===== config.mk =====
export PLATFORM = sky130hd
export DESIGN_NAME = sram_arbiter
export DESIGN_NICKNAME = d
export VERILOG_FILES = /design/src/rtl/sram_arbiter.sv
export SDC_FILE = /design/constraint.sdc
export NUM_CORES = 1
export LEC_CHECK = 0
export CORE_ASPECT_RATIO = 0.7
export CORE_MARGIN = 3
export CORE_UTILIZATION = 35
export DETAILED_ROUTE_END_ITERATION = 6
export PLACE_DENSITY = 0.8
export SETUP_SLACK_MARGIN = 0.15
export SYNTH_ARGS = -nofsm -noshare
export SYNTH_HDL_FRONTEND = slang
export SYNTH_SLANG_ARGS = --single-unit

===== constraint.sdc =====
create_clock -name CLK -period 1.7 [get_ports CLK]
set_input_delay 0.255 -clock CLK [delete_from_list [all_inputs] [get_ports CLK]]
set_output_delay 0.255 -clock CLK [all_outputs]
set_load 0.01 [all_outputs]

===== src/rtl/sram_arbiter.sv =====
// sram_arbiter: round-robin arbiter giving three requesters (0=CPU, 1=GPU,
// 2=APU) access to one 16-bit asynchronous SRAM through a fixed-length
// IDLE -> SETUP -> ACCESS(WAIT cycles) -> DONE strobe sequence.
// Ports:
//   CLK, RSTN                  clock, synchronous active-low reset
//   req/we[2:0]                per-port request and write flag
//   addrN/wdataN/beN           per-port word address, write data, byte enables
//   ack[2:0]                   one-cycle completion pulse per port
//   rdata                      read data, valid with ack, held until next read
//   busy, grant                access in progress, index of port being served
//   sram_addr/dout/din/drive   SRAM address, write data, read data, data OE
//   sram_ce_n/oe_n/we_n/ub_n/lb_n  SRAM strobes, active-low
module sram_arbiter #(
  parameter int unsigned WAIT = 2
) (
  input  logic        CLK,
  input  logic        RSTN,
  input  logic [2:0]  req,
  input  logic [2:0]  we,
  input  logic [15:0] addr0,
  input  logic [15:0] addr1,
  input  logic [15:0] addr2,
  input  logic [15:0] wdata0,
  input  logic [15:0] wdata1,
  input  logic [15:0] wdata2,
  input  logic [1:0]  be0,
  input  logic [1:0]  be1,
  input  logic [1:0]  be2,
  output logic [2:0]  ack,
  output logic [15:0] rdata,
  output logic        busy,
  output logic [1:0]  grant,
  output logic [15:0] sram_addr,
  output logic [15:0] sram_dout,
  input  logic [15:0] sram_din,
  output logic        sram_drive,
  output logic        sram_ce_n,
  output logic        sram_oe_n,
  output logic        sram_we_n,
  output logic        sram_ub_n,
  output logic        sram_lb_n
);

  localparam int unsigned CW = 4;

  localparam logic [1:0] S_IDLE   = 2'd0;
  localparam logic [1:0] S_SETUP  = 2'd1;
  localparam logic [1:0] S_ACCESS = 2'd2;
  localparam logic [1:0] S_DONE   = 2'd3;

  logic [1:0]    state, state_d;
  logic [CW-1:0] cnt, cnt_d;
  logic [1:0]    last, last_d;
  logic [1:0]    be_q, be_d;
  logic          we_q, we_d;
  logic [1:0]    grant_d;
  logic [15:0]   addr_d, dout_d, rdata_d;
  logic [2:0]    ack_d;
  logic          busy_d, drive_d, ce_n_d, oe_n_d, we_n_d, ub_n_d, lb_n_d;
  logic [1:0]    p0, p1, p2, win;

  // Next state and next value of every registered output.
  always_comb begin
    state_d = state;
    cnt_d   = cnt;
    last_d  = last;
    be_d    = be_q;
    we_d    = we_q;
    grant_d = grant;
    addr_d  = sram_addr;
    dout_d  = sram_dout;
    rdata_d = rdata;

    // Round-robin search order starting after the previous winner.
    p0  = (last == 2'd2) ? 2'd0 : last + 2'd1;
    p1  = (p0 == 2'd2) ? 2'd0 : p0 + 2'd1;
    p2  = (p1 == 2'd2) ? 2'd0 : p1 + 2'd1;
    win = p2;
    if (req[p1]) win = p1;
    if (req[p0]) win = p0;

    unique case (state)
      S_IDLE: begin
        if (|req) begin
          state_d = S_SETUP;
          grant_d = win;
          last_d  = win;
          we_d    = we[win];
          unique case (win)
            2'd0:    begin addr_d = addr0; dout_d = wdata0; be_d = be0; end
            2'd1:    begin addr_d = addr1; dout_d = wdata1; be_d = be1; end
            default: begin addr_d = addr2; dout_d = wdata2; be_d = be2; end
          endcase
        end
      end
      S_SETUP: begin
        state_d = S_ACCESS;
        cnt_d   = CW'(WAIT - 1);
      end
      S_ACCESS: begin
        if (cnt == '0) begin
          state_d = S_DONE;
          // Disabled lanes read as zero regardless of what the pins carry.
          if (!we_q)
            rdata_d = {be_q[1] ? sram_din[15:8] : 8'h00,
                       be_q[0] ? sram_din[7:0]  : 8'h00};
        end else begin
          cnt_d = cnt - CW'(1);
        end
      end
      default: state_d = S_IDLE;
    endcase

    // Strobes follow the state being entered so they are glitch-free registers.
    busy_d  = (state_d != S_IDLE);
    ce_n_d  = (state_d == S_IDLE);
    oe_n_d  = !((state_d == S_ACCESS) && !we_d);
    we_n_d  = !((state_d == S_ACCESS) && we_d);
    drive_d = (state_d != S_IDLE) && we_d;
    ub_n_d  = (state_d == S_IDLE) || !be_d[1];
    lb_n_d  = (state_d == S_IDLE) || !be_d[0];
    ack_d   = '0;
    if (state_d == S_DONE) ack_d[grant_d] = 1'b1;
  end

  // State and output registers.
  always_ff @(posedge CLK) begin
    if (!RSTN) begin
      state      <= S_IDLE;
      cnt        <= '0;
      last       <= 2'd2;
      be_q       <= '0;
      we_q       <= 1'b0;
      grant      <= '0;
      sram_addr  <= '0;
      sram_dout  <= '0;
      rdata      <= '0;
      ack        <= '0;
      busy       <= 1'b0;
      sram_drive <= 1'b0;
      sram_ce_n  <= 1'b1;
      sram_oe_n  <= 1'b1;
      sram_we_n  <= 1'b1;
      sram_ub_n  <= 1'b1;
      sram_lb_n  <= 1'b1;
    end else begin
      state      <= state_d;
      cnt        <= cnt_d;
      last       <= last_d;
      be_q       <= be_d;
      we_q       <= we_d;
      grant      <= grant_d;
      sram_addr  <= addr_d;
      sram_dout  <= dout_d;
      rdata      <= rdata_d;
      ack        <= ack_d;
      busy       <= busy_d;
      sram_drive <= drive_d;
      sram_ce_n  <= ce_n_d;
      sram_oe_n  <= oe_n_d;
      sram_we_n  <= we_n_d;
      sram_ub_n  <= ub_n_d;
      sram_lb_n  <= lb_n_d;
    end
  end

endmodule


== After elaboration in Yosys (flattened, before gate mapping) ==
Index checks and enable logic that the tools add are counted.
Operators by class
  add/subtract/negate cells: 4
  magnitude comparators: 5
  eq/ne operators: 9
  muxes and demuxes: 29
  bitwise logic cells: 1
  reduce and logical (&&, ||, !) cells: 22
Operators with widths (count)
  $pmux W16 S2: 2
  $mux W2: 11
  $mux W8: 2
  $eq A2 B2 Y1 const B: 6
  $lt A2 B3 Y1 const B: 4
  $pmux W4 S2: 1
  $add A2 B1 Y2 const B: 3
  $bmux W1 S2: 3
  $logic_not A2 Y1: 3
  $mux W1: 6
  $pmux W2 S3: 1
  $reduce_and A2 Y1: 3
  $logic_not A1 Y1: 5
  $eq A2 B1 Y1 const B: 2
  $logic_and A1 B1 Y1: 4
  $logic_not A4 Y1: 1
  $mux W4: 1
  $pmux W2 S2: 1
  $reduce_bool A2 Y1: 2
  $sub A4 B1 Y4 const B: 1
  $reduce_and A3 Y1: 1
  $reduce_or A3 Y1: 1
  $demux W1 S2: 1
  $ge A2 B1 Y1 const B: 1
  other kinds (3): 4
Storage, ports and cells
  bits in registers: 71
  input bits: 126
  output and inout bits: 60

== Logic depth before layout (Yosys ltp) ==
  depth after elaboration: 15
  mapped depth: 8

== Worst setup path after synthesis ==
No wires, ideal clock.
  path type: register to register
  start: register last[1]
  end: register sram_we_n
  setup time: 124 ps
  data arrival time: 1584 ps
  required time: 1576 ps
  setup slack: -8 ps
  cell stages (with the launch flop): 7
  path buffers: 2
  period minus slack after synthesis: 1708 ps
  cells stage by stage: dfxtp_1 > buf_6 > and3b_1 > or3_1 > buf_6 > o2bb2ai_2 > a2111o_1
On the way
  cells in the longest elaborated chain, start to end: 14
  elaborated cells between the ends (all ways): 21
  those cells by class: add/sub: 3; eq/ne: 3; mux: 13; reduce/logical: 2
Ends and longest elaborated chain
  start, declared: RTL line 53  | logic [1:0] last, last_d;
  start signal, assigned: RTL line 149  | last <= last_d;
  $add A2 B1 Y2 or $eq A2 B2 Y1 (tied branches): RTL line 75  | p0 = (last == 2'd2) ? 2'd0 : last + 2'd1;
  $mux W2 (*): RTL line 75
  $add A2 B1 Y2 or $eq A2 B2 Y1 (tied branches): RTL line 76  | p1 = (p0 == 2'd2) ? 2'd0 : p0 + 2'd1;
  $mux W2: RTL line 76
  $add A2 B1 Y2 (tied with other cells): RTL line 77  | p2 = (p1 == 2'd2) ? 2'd0 : p1 + 2'd1;
  $mux W2 or $mux W1 (tied branches): RTL line 77, 79
  $mux W2: RTL line 79  | if (req[p1]) win = p1;
  $mux W2 (*): RTL line 80  | if (req[p0]) win = p0;
  $bmux W1 S2 (*): RTL line 88  | we_d = we[win];
  $mux W1 (not written as such) (*): RTL line 88
  $mux W1 (*): RTL line 84  | if (|req) begin
  $mux W1 (*): RTL line 82  | unique case (state)
  $logic_and A1 B1 Y1 (*): RTL line 118  | we_n_d = !((state_d == S_ACCESS) && we_d);
  $logic_not A1 Y1 (*): RTL line 118
  end signal, assigned: RTL line 161  | sram_we_n <= we_n_d;
  end, declared: RTL line 39  | output logic sram_we_n,
Every way passes the cells marked *; elsewhere a longest branch is shown, timed or not. The select of a mux whose other input is x is not followed.
A chain may end at the register's enable or synchronous reset.

== Final worst setup path ==
  start: register last[1]
  end: register we_q
On the way
  cells in the longest elaborated chain, start to end: 12
  elaborated cells between the ends (all ways): 19
  those cells by class: add/sub: 3; eq/ne: 3; mux: 13
Ends and longest elaborated chain
  $add A2 B1 Y2 or $eq A2 B2 Y1 (tied branches): RTL line 75
  $mux W2 (*): RTL line 75
  $add A2 B1 Y2 or $eq A2 B2 Y1 (tied branches): RTL line 76
  $mux W2: RTL line 76
  $add A2 B1 Y2 (tied with other cells): RTL line 77
  $mux W2 or $mux W1 (tied branches): RTL line 77, 79
  $mux W2: RTL line 79
  $mux W2 (*): RTL line 80
  $bmux W1 S2 (*): RTL line 88
  $mux W1 (not written as such) (*): RTL line 88
  $mux W1 (*): RTL line 84
  $mux W1 (*): RTL line 82
  end signal, assigned: RTL line 151  | we_q <= we_d;
  end, declared: RTL line 55  | logic we_q, we_d;
Marked as above.

==> results.json <==
{
  "holdWs_ps": 453,
  "yosysTopAreaCellShare_pct": 43.8,
  "avgRoutedWirePerCell_um": 16.7,
  "cp.required_ps": 1930,
  "dr.pass1.iters": 5,
  "path_buf_inv": 1,
  "grt.overflow.total": 0,
  "cp-start-kind": "register",
  "seq_area_frac_synth_pct": 43.8,
  "die_height_um": 86.5,
  "power_frac_comb_pct": 54.4,
  "numCtsBuffers": 9,
  "cts_root_buf": "clkbuf_16",
  "power.internal_uw": 6250,
  "rrSetupSlack_ps": 50,
  "critPathMaxStageDelay_ps": 440,
  "first_global_vias": 4072,
  "drive_above_1_share_pct": 17.2,
  "slew_violations": 0,
  "p_sw_share_pct": 38.0,
  "synth_mux_area_share_pct": 0.309,
  "syn_avg_cell_area_um2": 7.81,
  "yosys.area.top_type": "dfxtp_1",
  "htree_levels": 3,
  "insertion_delay_ps": 330,
  "ios": 186,
  "fin_area_um2": 6100,
  "synthAdderAreaFrac_pct": 2.31,
  "crit_slowest_cell": "or3_4",
  "diodes": 0,
  "synth_top_family_by_area": "compound AO/OA/AOI/OAI gates",
  "maxCapViolations": 0,
  "cp-end-kind": "register",
  "synthXorXnorAreaFrac_pct": 0.540,
  "synth_area_um2": 3240,
  "rsz0062_at_grt": "yes",
  "clk_pin_slew_ps": 60,
  "fin_ws_ps": 50.7,
  "synth-compound-area-share_pct": 31.2,
  "drc": 0,
  "max_freq_mhz": 606,
  "placed_area_um2": 5430,
  "worstMarginPinSlew_ps": 448,
  "mostFrequentLayoutCells": "181 x clkdlybuf4s50_1, 71 x o21ai_0, 67 x dfxtp_1, 53 x nand2_1, 41 x a21oi_1",
  "synth_nets": 547,
  "yosysWarnings": 0,
  "yosysUniqueCellTypes": 42,
  "rows": 28,
  "yosys_register_bits": 71,
  "finalCritPeriodShare_pct": 97.0,
  "setup_violations": 0,
  "switchingPower_uw": 3830,
  "synthSimpleGateAreaFrac_pct": 16.0,
  "path_delay_family": "simple AND/OR/NAND/NOR gates",
  "initial_core_util_pct": 37.2,
  "cts_hold_buf": 0,
  "hold_viol_final": 0,
  "ant_nets": 0,
  "final_common_cell": "clkdlybuf4s50_1",
  "dp_hpwl_um": 9120,
  "syn2layout_area_growth_pct": 88.1,
  "portBuffers": 185,
  "place_ws_ps": -366,
  "status": "complete, no violations",
  "clock_skew_ps": 7.92,
  "cts.sink_count": 71,
  "place_congestion": 0.784,
  "grt_pass1_wl_um": 19500,
  "syn_inst": 415,
  "crit_type": "reg -> reg",
  "min-delay-path-class": "reg -> reg",
  "track_usage_pct": 23.0,
  "cts_buffer_depth": 2,
  "synth.area.top_cells": "dfxtp_1 44%, o21ai_0 11%, a21oi_1 7.9%",
  "vias": 4013,
  "p_clk_share_pct": 19.1,
  "die_w_um": 121,
  "min_period_ps": 1650,
  "p_seq_share_pct": 26.5,
  "cts_tree": "built",
  "wirelength_um": 12600,
  "final_nets": 759,
  "viasPerCell": 5.34,
  "peakVddDrop_uv": 1110,
  "grt_max_degree": 26,
  "crit_fanout": 6,
  "post-route-util_pct": 69.9,
  "antenna_found_initial": 0,
  "core_area_um2": 8720,
  "first_iter_violations": 230,
  "slew_headroom_pct": 70.1,
  "crit_arrival_ps": 1880,
  "die-area_um2": 10500,
  "crit_chain": "and3b_1, or3_4, o2bb2ai_4, buf_4, a211oi_1",
  "leakage_uw": 0.00225,
  "power.density_nw_per_um2": 1650
}
[through the flow]
| stage | TNS, ps | total power (uW) | cells |
|---|---|---|---|
| final | 0 | 10100 | 752 |
| after CTS | 0 | 9680 | 746 |
| after global placement | -13270 | 7050 | 723 |
| after detailed placement | -15140 | 7220 | 723 |
| after floorplan | 0 | 4860 | 415 |
| after global routing | 0 | 10700 | 752 |
[state kept, by name, summed over array words and instances (netlist names), 2 cells and up]
name and flops:
ack 3, be_q 2, cnt 4, grant 2, last 2, rdata 16, sram_addr 16, sram_dout 16
state 2
[cells by family (layout without fill, tap and decap cells)]
| group | Yosys count | after routing |
|---|---|---|
| multiplexers | 1 | 1 |
| adder cells (fa/ha/maj) | 6 | 6 |
| AO/OA/AOI/OAI | 179 | 179 |
| buffers and inverters | 44 | 261 |
| AND/OR/NAND/NOR | 112 | 112 |
| flip-flops | 71 | 71 |
| XOR/XNOR | 2 | 2 |
[synth_stat cells]
cell type / instances
a21o_1: 1
mux2i_1: 1
nor3_1: 3
or2_2: 2
o2bb2ai_2: 1
or2b_1: 2
a21oi_1: 51
xor2_1: 2
clkbuf_1: 25
dfxtp_1: 71
a211o_1: 2
o31a_1: 1
or3_1: 1
buf_6: 2
and3b_1: 1
inv_1: 8
a2111o_1: 1
a31o_2: 1
nor3b_1: 2
o21a_1: 1
nor4b_1: 1
buf_4: 1
o31ai_1: 1
ha_1: 6
o21ai_1: 1
nand2_1: 54
nand3_1: 19
nor2_1: 15
nor4_1: 2
o21ai_0: 72
and2_1: 1
a211oi_1: 5
a31oi_1: 34
a311oi_1: 1
or3b_2: 1
buf_2: 5
o2bb2ai_1: 2
nor2b_1: 4
nand4bb_1: 1
o211ai_1: 4
buf_1: 3
nand2b_1: 3
[power groups by stage]
stage	Combinational (uW)	Sequential [uW]	Clock, uW
after CTS	5070	2660	1950
after global placement	4450	2600	0
after global routing	5890	2740	2020
final	5480	2670	1920
after floorplan	2100	2770	0
after detailed placement	4580	2640	0
[timing repair]
action / in CTS / in global routing
pin swaps: 11 / 5
resized for setup: 41 / 28
endpoints found under the setup margin: 66 / 68
gates cloned: 0 / 1
buffers inserted: 7 / 5
[worst min-delay path, stage by stage, from the launching register on]
cell	delay, ps
dfxtp_1	310
nand2_1	50
a21oi_1	50
[cell type report]
class | instances | area (um2)
clock buffer | 9 | 225
sequential | 71 | 1430
multi-input combinational | 300 | 1850
clock inverter | 7 | 80.1
fill | 619 | 2620
tap | 120 | 150
inverter | 8 | 35.0
timing repair buffer | 237 | 2320
[worst paths after layout]
kind | start | to | cells past startpoint
hold / removal | rdata[9] | rdata[9] | 2
hold reg to reg | rdata[9] | rdata[9] | 2
setup / recovery | last[1] | we_q | 5
setup reg to reg | last[1] | we_q | 5
[metal layers]
metal | share of wire (%) | up-vias | global-route usage, %
met5 | 0 | - | 0
met4 | 1.7 | 0 | 7.72
met3 | 8.0 | 21 | 6.78
met2 | 51 | 176 | 40.8
met1 | 39 | 1901 | 26.8
li1 | - | 1915 | -
Note: power is estimated with default switching activity, not from simulation.
